==> src/rtl/aes_pkg.sv <==
// Shared AES definitions: scheduler FSM encoding, round-count constants,
// byte addressing of the column-major 128-bit state and the ShiftRows permutation.
package aes_pkg;

   localparam int NR_AES128 = 10;
   localparam int NR_AES192 = 12;
   localparam int NR_AES256 = 14;

   typedef enum logic [2:0] {
      S_IDLE,
      S_ARK0,
      S_ISSUE,
      S_WAIT,
      S_DONE
   } sched_state_e;

   // MSB position of the byte at (column, row); byte 0 sits at [127:120].
   function automatic int byte_hi(input int col, input int row);
      return 127 - 8 * (4 * col + row);
   endfunction

   // inv=0: out(r,c) = in(r,(c+r)%4); inv=1 undoes it for the decrypt path.
   function automatic logic [127:0] shift_rows(input logic [127:0] s, input logic inv);
      logic [127:0] r;
      r = '0;
      for (int c = 0; c < 4; c++) begin
         for (int rw = 0; rw < 4; rw++) begin
            if (inv)
               r[byte_hi((c + rw) % 4, rw) -: 8] = s[byte_hi(c, rw) -: 8];
            else
               r[byte_hi(c, rw) -: 8] = s[byte_hi((c + rw) % 4, rw) -: 8];
         end
      end
      return r;
   endfunction

endpackage

==> src/rtl/aes_shift_rows.sv <==
// Combinational AES ShiftRows permutation; INV=1 selects InvShiftRows.
module aes_shift_rows
   import aes_pkg::*;
#(
   parameter bit INV = 1'b0
) (
   input  logic [127:0] din,
   output logic [127:0] dout
);

   assign dout = shift_rows(din, INV);

endmodule

==> src/rtl/aes_round_sched.sv <==
// Iterative AES encryption round sequencer: ShiftRows before each datapath issue,
// AddRoundKey on each return. Define AES_SCHED_WDOG_EN to add the WAIT watchdog.
module aes_round_sched
   import aes_pkg::*;
#(
   parameter int DATA_WIDTH  = 128,
   parameter int NR          = NR_AES128,
   parameter int WDOG_CYCLES = 15
) (
   input  logic                  clk,
   input  logic                  rst,
   input  logic                  in_valid,
   output logic                  in_ready,
   input  logic [DATA_WIDTH-1:0] in_data,
   output logic [3:0]            rk_addr,
   input  logic [DATA_WIDTH-1:0] rk_data,
   output logic                  dp_valid,
   output logic                  dp_last,
   output logic [DATA_WIDTH-1:0] dp_state,
   input  logic                  dp_done,
   input  logic [DATA_WIDTH-1:0] dp_result,
   output logic                  out_valid,
   input  logic                  out_ready,
   output logic [DATA_WIDTH-1:0] out_data,
   output logic                  sched_err
);

   localparam logic [3:0] NR_L = 4'(NR);

   sched_state_e          fsm_q, fsm_d;
   logic [3:0]            round_q, round_d;
   logic [3:0]            rk_addr_q, rk_addr_d;
   logic [DATA_WIDTH-1:0] st_q, st_d;
   logic [DATA_WIDTH-1:0] sr_state;

`ifdef AES_SCHED_WDOG_EN
   localparam int             WW       = $clog2(WDOG_CYCLES + 1);
   localparam logic [WW-1:0] WDOG_LIM = WW'(WDOG_CYCLES - 1);
   logic [WW-1:0] wdog_q, wdog_d;
   logic          err_q, err_d;
`endif

   aes_shift_rows #(.INV(1'b0)) u_sr (
      .din  (st_q),
      .dout (sr_state)
   );

   always_comb begin
      fsm_d     = fsm_q;
      round_d   = round_q;
      rk_addr_d = rk_addr_q;
      st_d      = st_q;
`ifdef AES_SCHED_WDOG_EN
      wdog_d    = wdog_q;
      err_d     = 1'b0;
`endif
      case (fsm_q)
         S_IDLE: begin
            // rk_addr is already 0 here so key 0 arrives during ARK0
            if (in_valid) begin
               st_d      = in_data;
               rk_addr_d = 4'd0;
               round_d   = 4'd0;
               fsm_d     = S_ARK0;
            end
         end
         S_ARK0: begin
            st_d      = st_q ^ rk_data;
            round_d   = 4'd1;
            rk_addr_d = 4'd1;
            fsm_d     = S_ISSUE;
         end
         S_ISSUE: begin
            fsm_d = S_WAIT;
`ifdef AES_SCHED_WDOG_EN
            wdog_d = '0;
`endif
         end
         S_WAIT: begin
            if (dp_done) begin
               st_d = dp_result ^ rk_data;
               if (round_q == NR_L) begin
                  fsm_d = S_DONE;
               end else begin
                  round_d   = round_q + 4'd1;
                  rk_addr_d = round_q + 4'd1;
                  fsm_d     = S_ISSUE;
               end
            end
`ifdef AES_SCHED_WDOG_EN
            else if (wdog_q == WDOG_LIM) begin
               // limit reached with no result: drop the block entirely
               err_d     = 1'b1;
               st_d      = '0;
               round_d   = 4'd0;
               rk_addr_d = 4'd0;
               fsm_d     = S_IDLE;
            end else begin
               wdog_d = wdog_q + 1'b1;
            end
`endif
         end
         S_DONE: begin
            if (out_ready) begin
               round_d   = 4'd0;
               rk_addr_d = 4'd0;
               fsm_d     = S_IDLE;
            end
         end
         default: fsm_d = S_IDLE;
      endcase
   end

   always_ff @(posedge clk or posedge rst) begin
      if (rst) begin
         fsm_q     <= S_IDLE;
         round_q   <= 4'd0;
         rk_addr_q <= 4'd0;
         st_q      <= '0;
      end else begin
         fsm_q     <= fsm_d;
         round_q   <= round_d;
         rk_addr_q <= rk_addr_d;
         st_q      <= st_d;
      end
   end

`ifdef AES_SCHED_WDOG_EN
   always_ff @(posedge clk or posedge rst) begin
      if (rst) begin
         wdog_q <= '0;
         err_q  <= 1'b0;
      end else begin
         wdog_q <= wdog_d;
         err_q  <= err_d;
      end
   end

   assign sched_err = err_q;
`else
   assign sched_err = (WDOG_CYCLES < 0);
`endif

   assign in_ready  = (fsm_q == S_IDLE);
   assign rk_addr   = rk_addr_q;
   assign dp_valid  = (fsm_q == S_ISSUE);
   assign dp_last   = dp_valid && (round_q == NR_L);
   assign dp_state  = sr_state;
   assign out_valid = (fsm_q == S_DONE);
   assign out_data  = st_q;

endmodule

==> config.mk <==
export PLATFORM = sky130hd
export DESIGN_NAME = aes_round_sched
export DESIGN_NICKNAME = d
export VERILOG_FILES = /design/src/rtl/aes_pkg.sv /design/src/rtl/aes_shift_rows.sv /design/src/rtl/aes_round_sched.sv
export SDC_FILE = /design/constraint.sdc
export NUM_CORES = 1
export LEC_CHECK = 0
export ABC_AREA = 1
export CAP_MARGIN = 5
export CELL_PAD_IN_SITES_DETAIL_PLACEMENT = 1
export CELL_PAD_IN_SITES_GLOBAL_PLACEMENT = 1
export CORE_AREA = 2 2 254 256
export DETAILED_ROUTE_END_ITERATION = 10
export DIE_AREA = 0 0 256 258
export MAX_ROUTING_LAYER = met4
export PLACE_DENSITY = 0.67
export SKIP_CTS_REPAIR_TIMING = 1
export SLEW_MARGIN = 10
export SYNTH_ARGS = -nofsm -noshare
export SYNTH_HDL_FRONTEND = slang
export SYNTH_SLANG_ARGS = --single-unit
==> constraint.sdc <==
create_clock -name clk -period 6 [get_ports clk]
set_input_delay 1.2 -clock clk [delete_from_list [all_inputs] [get_ports clk]]
set_output_delay 1.2 -clock clk [all_outputs]
set_load 0.05 [all_outputs]
==> tab_implementation.tex, run 1 <==
\begin{tabular}{lr}
\hline
Metric & Value \\
\hline
\multicolumn{2}{l}{\textbf{Run status}} \\
Result of the run & complete, no violations \\
\multicolumn{2}{l}{\textbf{Worst hold path}} \\
Worst hold path startpoint & out\_data[31] \\
Worst hold path type & flop to flop \\
\multicolumn{2}{l}{\textbf{Place}} \\
Cell area reported after detailed placement & 17900 um2 \\
Count of port buffers added during placement & 652 \\
Total placed cells including tap cells & 3255 \\
Detailed Place HPWL & 43900 um \\
GPL Wtd Cong & 0.835 \\
\multicolumn{2}{l}{\textbf{Yosys}} \\
Proportion of synthesized chip area in sequential cells & 28.9\% \\
Synthesized net count & 2368 \\
Unique cell type count in the Yosys netlist & 27 \\
Post-synthesis cell type with the largest combined area & dfrtp\_1 \\
Synth Cell Area & 11700 um2 \\
Cell count after synthesis & 1977 \\
Proportion of synthesized area in mux cells & 0\% \\
Simple-Gate Fraction of Synth Area & 52.3\% \\
Synth top area share & 28.9\% \\
Leading cell types by total area after synthesis & dfrtp\_1 29\%, nand2\_1 25\%, nand3\_1 11\% \\
Mean instance size in the synthesized netlist & $\sim$5.9 um2 \\
Combinational family with the most area after synthesis & simple AND/OR/NAND/NOR gates \\
Post-synthesis share of cell area spent on xor and xnor gates & 0.150\% \\
Count of state elements after synthesis & 135 \\
Adder-cell area share of the yosys netlist & less than 1\% \\
Fraction of the mapped netlist area in compound gates & 0.343\% \\
YS warnings & 0 \\
\multicolumn{2}{l}{\textbf{Clock tree}} \\
Post-CTS clock slew at the launch and capture registers of the worst setup and hold paths & 0.06 ns \\
Largest buffer count on any clock path & 2 \\
Depth of the CTS H-tree & 4 \\
Clock Root Buffer & clkbuf\_16 \\
CTS tree & built \\
Clock insertion delay at the later pin of the skew report & 0.48 ns \\
CTS Buf Count & 17 \\
Clock net sink count & 135 \\
\multicolumn{2}{l}{\textbf{Drt}} \\
Vias per cell & 4.46 \\
Antenna Violating Nets Remaining & 0 \\
TritonRoute pass-1 iters & 5 \\
Routed wire length & 59700 um \\
Vias post-DR & 14674 \\
DR iter-0 viols & between 600 and 700 \\
Detailed-route wire length per cell & 18.1 um \\
Number of DRC violations after detailed routing & 0 \\
\multicolumn{2}{l}{\textbf{Run}} \\
Max-Cap Viols & 0 \\
\multicolumn{2}{l}{\textbf{Timing}} \\
Tmin final & $\sim$3.7 ns \\
Final Skew & 0.0110 ns \\
Pin slew with the least headroom to its limit & about 0.95 ns \\
Final-layout setup total negative slack & 0 ns \\
Final setup violation count & 0 \\
Number of hold violations in the final report & 0 \\
Headroom to the max-slew limit & 36.8\% \\
RSZ-0062 raised after global routing & false \\
Max Fclk & 273 MHz \\
Hold Slack & approximately 0.54 ns \\
Crit share post-route & roughly 60\% \\
Pins over their slew limit & 0 \\
\multicolumn{2}{l}{\textbf{Floorplan}} \\
Die ar. & about 66000 um2 \\
Number of core rows & 93 \\
I/O pin count & around 650 \\
Core Area & between 60000 and 70000 um2 \\
Initial core utilization & 18.4\% \\
Die Y-Extent & 258 um \\
Chip width & 256 um \\
\multicolumn{2}{l}{\textbf{Critical path}} \\
Type of the worst setup path & flop to output pin \\
CP required & 4.80 ns \\
Crit path DAT & 2.46 ns \\
Start of the worst register-to-register path & fsm\_q[2] \\
Timing startpoint of the critical path & fsm\_q[2] \\
Maximum fanout along the worst path & between 60 and 70 \\
Startpoint type of the worst setup path & flop \\
Category of the worst setup path capture point & output pin \\
\multicolumn{2}{l}{\textbf{GRT}} \\
Via count of the first global-routing pass & around 16000 \\
Wire length of the first global-routing pass & $\sim$91000 um \\
Combined global-route utilization of all metal layers & 18.2\% \\
Maximum number of pins on one net before global-route repair & 114 \\
Remaining Overflow, GRT & 0 \\
Antenna violations before repair & 6 \\
\multicolumn{2}{l}{\textbf{Finish}} \\
Multi-input gate area in the final layout & 6220 um2 \\
Share of layout cells above drive strength 1 & 2.30\% \\
Filler instances & between 7000 and 8000 \\
Post-synthesis to final-layout area growth & 58.7\% \\
Finished Layout Cells & 3293 \\
Area of all placed cells without fillers & between 15000 and 20000 um2 \\
Sequential cell area in the final layout & 3390 um2 \\
Fin nets & 2810 \\
\multicolumn{2}{l}{\textbf{Pwr}} \\
Power per cell area & 686 nW/um2 \\
Largest vdd supply drop & 433 uV \\
Leakage power & 8.94 nW \\
\hline
\end{tabular}
-- area by class of cell --
cell class | instances | share of cell area (%)
repair buffers | 667 | 36.1
multi-input cells | 1460 | 33.5
flip-flops and latches | 135 | 18.3
well taps | 855 | 5.77
inverters | 138 | 2.83
clock buffers | 21 | 2.48
clock inverters | 11 | 0.931
diodes | 6 | 0.0809
-- worst paths after layout --
kind | depth (start not counted) | end | slack [ns]
max in group asynchronous | 3 | out_data[6] | 3.85
setup / recovery | 3 | out_valid | 2.34
hold / removal | 2 | out_data[31] | 0.54
setup reg to reg | 9 | out_data[86] | 2.49
min in group asynchronous | 2 | out_data[119] | 1.21
hold reg to reg | 2 | out_data[31] | 0.54
-- kinds of logic after synthesis --
kind of cell    Yosys count
simple gates           1448
buf+inv                 382
flops                   135
compound gates            7
xor+xnor                  2
fa+ha+maj                 2
other cells               1
-- layout by cell type, fill, tap and decap left out, types with 3 or more instances in the layout --
master | netlist | layout
dfrtp_1 | 135 | 133
diode_2 | 0 | 6
inv_1 | 136 | 135
o21ai_0 | 3 | 3
nand4_1 | 128 | 128
bufinv_16 | 0 | 4
clkbuf_16 | 0 | 17
clkinvlp_4 | 0 | 4
nand2_1 | 785 | 785
buf_4 | 153 | 10
nand3_1 | 259 | 259
buf_12 | 0 | 5
clkdlybuf4s50_1 | 0 | 652
nor2_1 | 267 | 267
-- where the power goes --
group / internal [mW] / total [mW] / switching, mW
logic: 2.91 / 9.44 / 6.53
registers: 1.41 / 2.09 / 0.678
clock network: 0.717 / 1.21 / 0.488
total: 5.04 / 12.7 / 7.69
-- Yosys cell counts --
cell	count
a21oi_1	1
buf_1	3
buf_2	70
buf_4	153
buf_6	1
clkbuf_1	17
conb_1	1
dfrtp_1	135
ha_1	2
inv_1	136
inv_2	2
nand2_1	785
nand2_2	2
nand3_1	259
nand3_2	2
nand3b_1	2
nand4_1	128
nor2_1	267
nor2_2	1
nor2_4	1
nor3_1	1
o211ai_1	1
o21a_1	1
o21ai_0	3
o21ai_1	1
xnor2_1	1
xor2_1	1
-- metal layers --
metal  vias up  track usage [%]  part of all wire [%]
met5         -                -                     0
met4         0             6.35                   2.5
met3        68             3.71                   4.9
met2       400             32.0                    51
met1      7190             20.6                    41
li1       7016                -                     -
-- critical path, stage by stage, from the launching register on --
cell             delay (ns)
dfrtp_1                0.50
inv_4                  0.62
nor2_1                 0.12
clkdlybuf4s50_1        0.74
-- stage by stage --
step                setup slack, ns  util (%)  power, mW
floorplan                      1.19         -       8.97
global placement               2.45      28.1       11.3
detailed placement             2.45      28.1       11.6
CTS                            2.20      29.1       12.9
global route                   2.15      29.1       13.7
finish                         2.34      29.1       12.7
-- flip-flops by register name (all words and copies together) (netlist names) --
register	cells
fsm_q	3
out_data	128
rk_addr	4
Note: power is estimated with default switching activity, not from simulation.
==> run 2, diff against run 1 <==
- CORE_AREA: 2 2 254 256 -> 2 2 257 259
- DIE_AREA: 0 0 256 258 -> 0 0 259 261
- PLACE_DENSITY: 0.67 -> 0.68
- clock period: 6 -> 3.1 ns (I/O delays scaled with it)
==> run 2 against run 1 <==
Against the previous run: total power up 95%; setup slack worse by 2.1 ns; die area up 2.3%; critical endpoint is now in_ready; largest cell class unchanged; flip-flop and latch count unchanged; clock skew up 0.0070 ns.
==> tab_implementation.tex, run 2 (synthesis results as in run 1) <==
\begin{tabular}{lr}
\hline
Metric & Value \\
\hline
\multicolumn{2}{l}{\textbf{Run status}} \\
Result of the run & complete, no violations \\
\multicolumn{2}{l}{\textbf{Place}} \\
Detailed Place HPWL & 44600 um (+1.7\%) \\
GPL Wtd Cong & 0.847 (+1.4\%) \\
Pre-CTS setup slack & 0.582 ns (-1.87 ns) \\
Count of port buffers added during placement & 652 (unchanged) \\
\multicolumn{2}{l}{\textbf{Finish}} \\
Fin nets & 2824 (+0.50\%) \\
Most used cells in the layout excluding fill and tap cells & 785 x nand2\_1, 651 x clkdlybuf4s50\_1, 267 x nor2\_1 \\
Leading cell type in the layout, fill and taps excluded & nand2\_1 \\
Number of flip-flops under the largest register name & 128 (unchanged) \\
Filler instances & 8143 (+2.3\%) \\
Post-synthesis to final-layout area growth & 60.3\% \\
Share of layout cells above drive strength 1 & 2.94\% (+0.64 points) \\
\multicolumn{2}{l}{\textbf{Drt}} \\
DR iter-0 viols & 606 (-11\%) \\
Detailed-route wire length per cell & 17.9 um (-1.3\%) \\
Antenna Violating Nets Remaining & 0 (unchanged) \\
TritonRoute pass-1 iters & 5 (unchanged) \\
Highest signal layer in the routed design & met4 \\
Routed wire length & 59400 um (-0.51\%) \\
Met1 wire length & 24200 um (-1.7\%) \\
Vias per cell & 4.43 (-0.66\%) \\
Met3 wire length & 3060 um (+3.5\%) \\
Met2 WL post-DR & 30700 um (about the same) \\
Number of DRC violations after detailed routing & 0 (unchanged) \\
Vias post-DR & 14688 (+0.095\%) \\
\multicolumn{2}{l}{\textbf{Floorplan}} \\
Chip width & 259 um (+1.2\%) \\
Die ar. & 67600 um2 (+2.3\%) \\
I/O pin count & 654 (unchanged) \\
Initial core utilization & 18.0\% (-0.39 points) \\
Number of core rows & 94 (+1.1\%) \\
Core Area & 65000 um2 (+2.2\%) \\
Die Y-Extent & 261 um (+1.2\%) \\
\multicolumn{2}{l}{\textbf{Critical path}} \\
Maximum fanout along the worst path & 9 (-86\%) \\
Crit path DAT & 2.28 ns (-0.18 ns) \\
CP required & 2.48 ns (-2.32 ns) \\
Type of the worst setup path & flop to output pin \\
Category of the worst setup path capture point & output pin \\
Startpoint type of the worst setup path & flop \\
\multicolumn{2}{l}{\textbf{Timing}} \\
Final Skew & 0.0180 ns (+0.00702 ns) \\
RSZ-0062 raised after global routing & false \\
Number of hold violations in the final report & 0 (unchanged) \\
Crit share post-route & between 90\% and 100\% \\
Headroom to the max-slew limit & 37.9\% (+1.1 points) \\
Final-layout setup total negative slack & 0 ns (unchanged) \\
Post-layout worst setup margin & 0.202 ns (-2.13 ns) \\
Tmin final & 2.90 ns \\
Final setup violation count & 0 (unchanged) \\
Max Fclk & 345 MHz \\
Pin slew with the least headroom to its limit & 0.931 ns (-0.0169 ns) \\
Pins over their slew limit & 0 (unchanged) \\
\multicolumn{2}{l}{\textbf{GRT}} \\
Remaining Overflow, GRT & 0 (unchanged) \\
Combined global-route utilization of all metal layers & 17.5\% (-0.69 points) \\
Antenna violations before repair & 5 (-1) \\
Maximum number of pins on one net before global-route repair & 118 (+3.5\%) \\
Via count of the first global-routing pass & 15941 (+2.0\%) \\
Wire length of the first global-routing pass & 89200 um (-1.9\%) \\
\multicolumn{2}{l}{\textbf{Clock tree}} \\
Post-CTS clock slew at the launch and capture registers of the worst setup and hold paths & 0.07 ns (about the same) \\
Clock insertion delay at the later pin of the skew report & 0.48 ns (about the same) \\
Clock Root Buffer & clkbuf\_16 \\
CTS tree & built \\
Largest buffer count on any clock path & 2 (unchanged) \\
Clock net sink count & 135 (unchanged) \\
Depth of the CTS H-tree & 4 (unchanged) \\
CTS Buf Count & 17 (unchanged) \\
\multicolumn{2}{l}{\textbf{Pwr}} \\
Leakage power & 9.05 nW (+1.2\%) \\
Largest vdd supply drop & 754 uV (+74\%) \\
Power per cell area & 1320 nW/um2 (+93\%) \\
Combinational fraction of design power & 74.7\% (+0.6 points) \\
Internal power consumption & 9.87 mW (+96\%) \\
Switching power of the nets & 14.9 mW (+94\%) \\
Portion of total power attributed to sequential cells & 16.3\% (about the same) \\
Portion of total power attributed to the clock network & 9.0\% (-0.5 points) \\
Switching portion of total power & 60.2\% (-0.25 points) \\
\multicolumn{2}{l}{\textbf{Run}} \\
Max-Cap Viols & 0 (unchanged) \\
\multicolumn{2}{l}{\textbf{Worst hold path}} \\
Worst hold path type & input port to asynchronous set/reset pin \\
\hline
\end{tabular}
[run 2: final timing paths]
path	slack, ns	depth (start not counted)	to	from
max reg2reg	0.76	7	out_data[89]	fsm_q[0]
max in group asynchronous	1.92	3	out_data[70]	rst
max	0.20	4	in_ready	fsm_q[1]
min	0.45	2	out_data[18]	rst
min reg2reg	0.55	2	out_data[3]	out_data[3]
min in group clk	0.55	2	out_data[3]	out_data[3]
[run 2: cell type report]
type / count / area [um2] / area share (%)
clock buffers: 20 / 457 / 2.44
flip-flops and latches: 135 / 3390 / 18.1
repair buffers: 681 / 6890 / 36.8
inverters: 138 / 524 / 2.80
diodes: 8 / 20.0 / 0.107
well taps: 864 / 1080 / 5.77
multi-input cells: 1460 / 6220 / 33.2
clock inverters: 12 / 150 / 0.802
[run 2: power by group through the flow]
| stage | sequential (mW) | combinational, mW | clock [mW] |
|---|---|---|---|
| after floorplan | 6.51 | 10.8 | 0 |
| after global placement | 4.04 | 18.1 | 0 |
| after detailed placement | 4.09 | 18.6 | 0 |
| after CTS | 4.08 | 18.7 | 2.33 |
| after global routing | 4.18 | 20.0 | 2.38 |
| final | 4.05 | 18.5 | 2.23 |
[run 2: per-stage QoR]
| step | cell area (um2) | total power, mW | hold WS [ns] | util (%) | std cells |
|---|---|---|---|---|---|
| global placement | 18100 | 22.1 | 0.521 | 27.8 | 3278 |
| finish | 18700 | 24.8 | 0.449 | 28.8 | 3318 |
| global route | 18700 | 26.6 | 0.427 | 28.8 | 3315 |
| detailed placement | 18100 | 22.7 | 0.534 | 27.8 | 3278 |
| CTS | 18700 | 25.1 | 0.406 | 28.8 | 3310 |
| floorplan | 11700 | 17.4 | 0.668 | - | 1977 |
[run 2: critical path: stages (launching register included)]
cell and delay (ns):
dfrtp_4 0.54, inv_1 0.18, nand2_1 0.12, nor2_1 0.14, clkdlybuf4s50_1 0.83
[run 2: routing by layer]
layer | vias to the layer above | track usage [%]
met5 | - | -
met4 | 0 | 6.47
met3 | 72 | 4.05
met2 | 402 | 30.9
met1 | 7174 | 19.2
li1 | 7040 | -
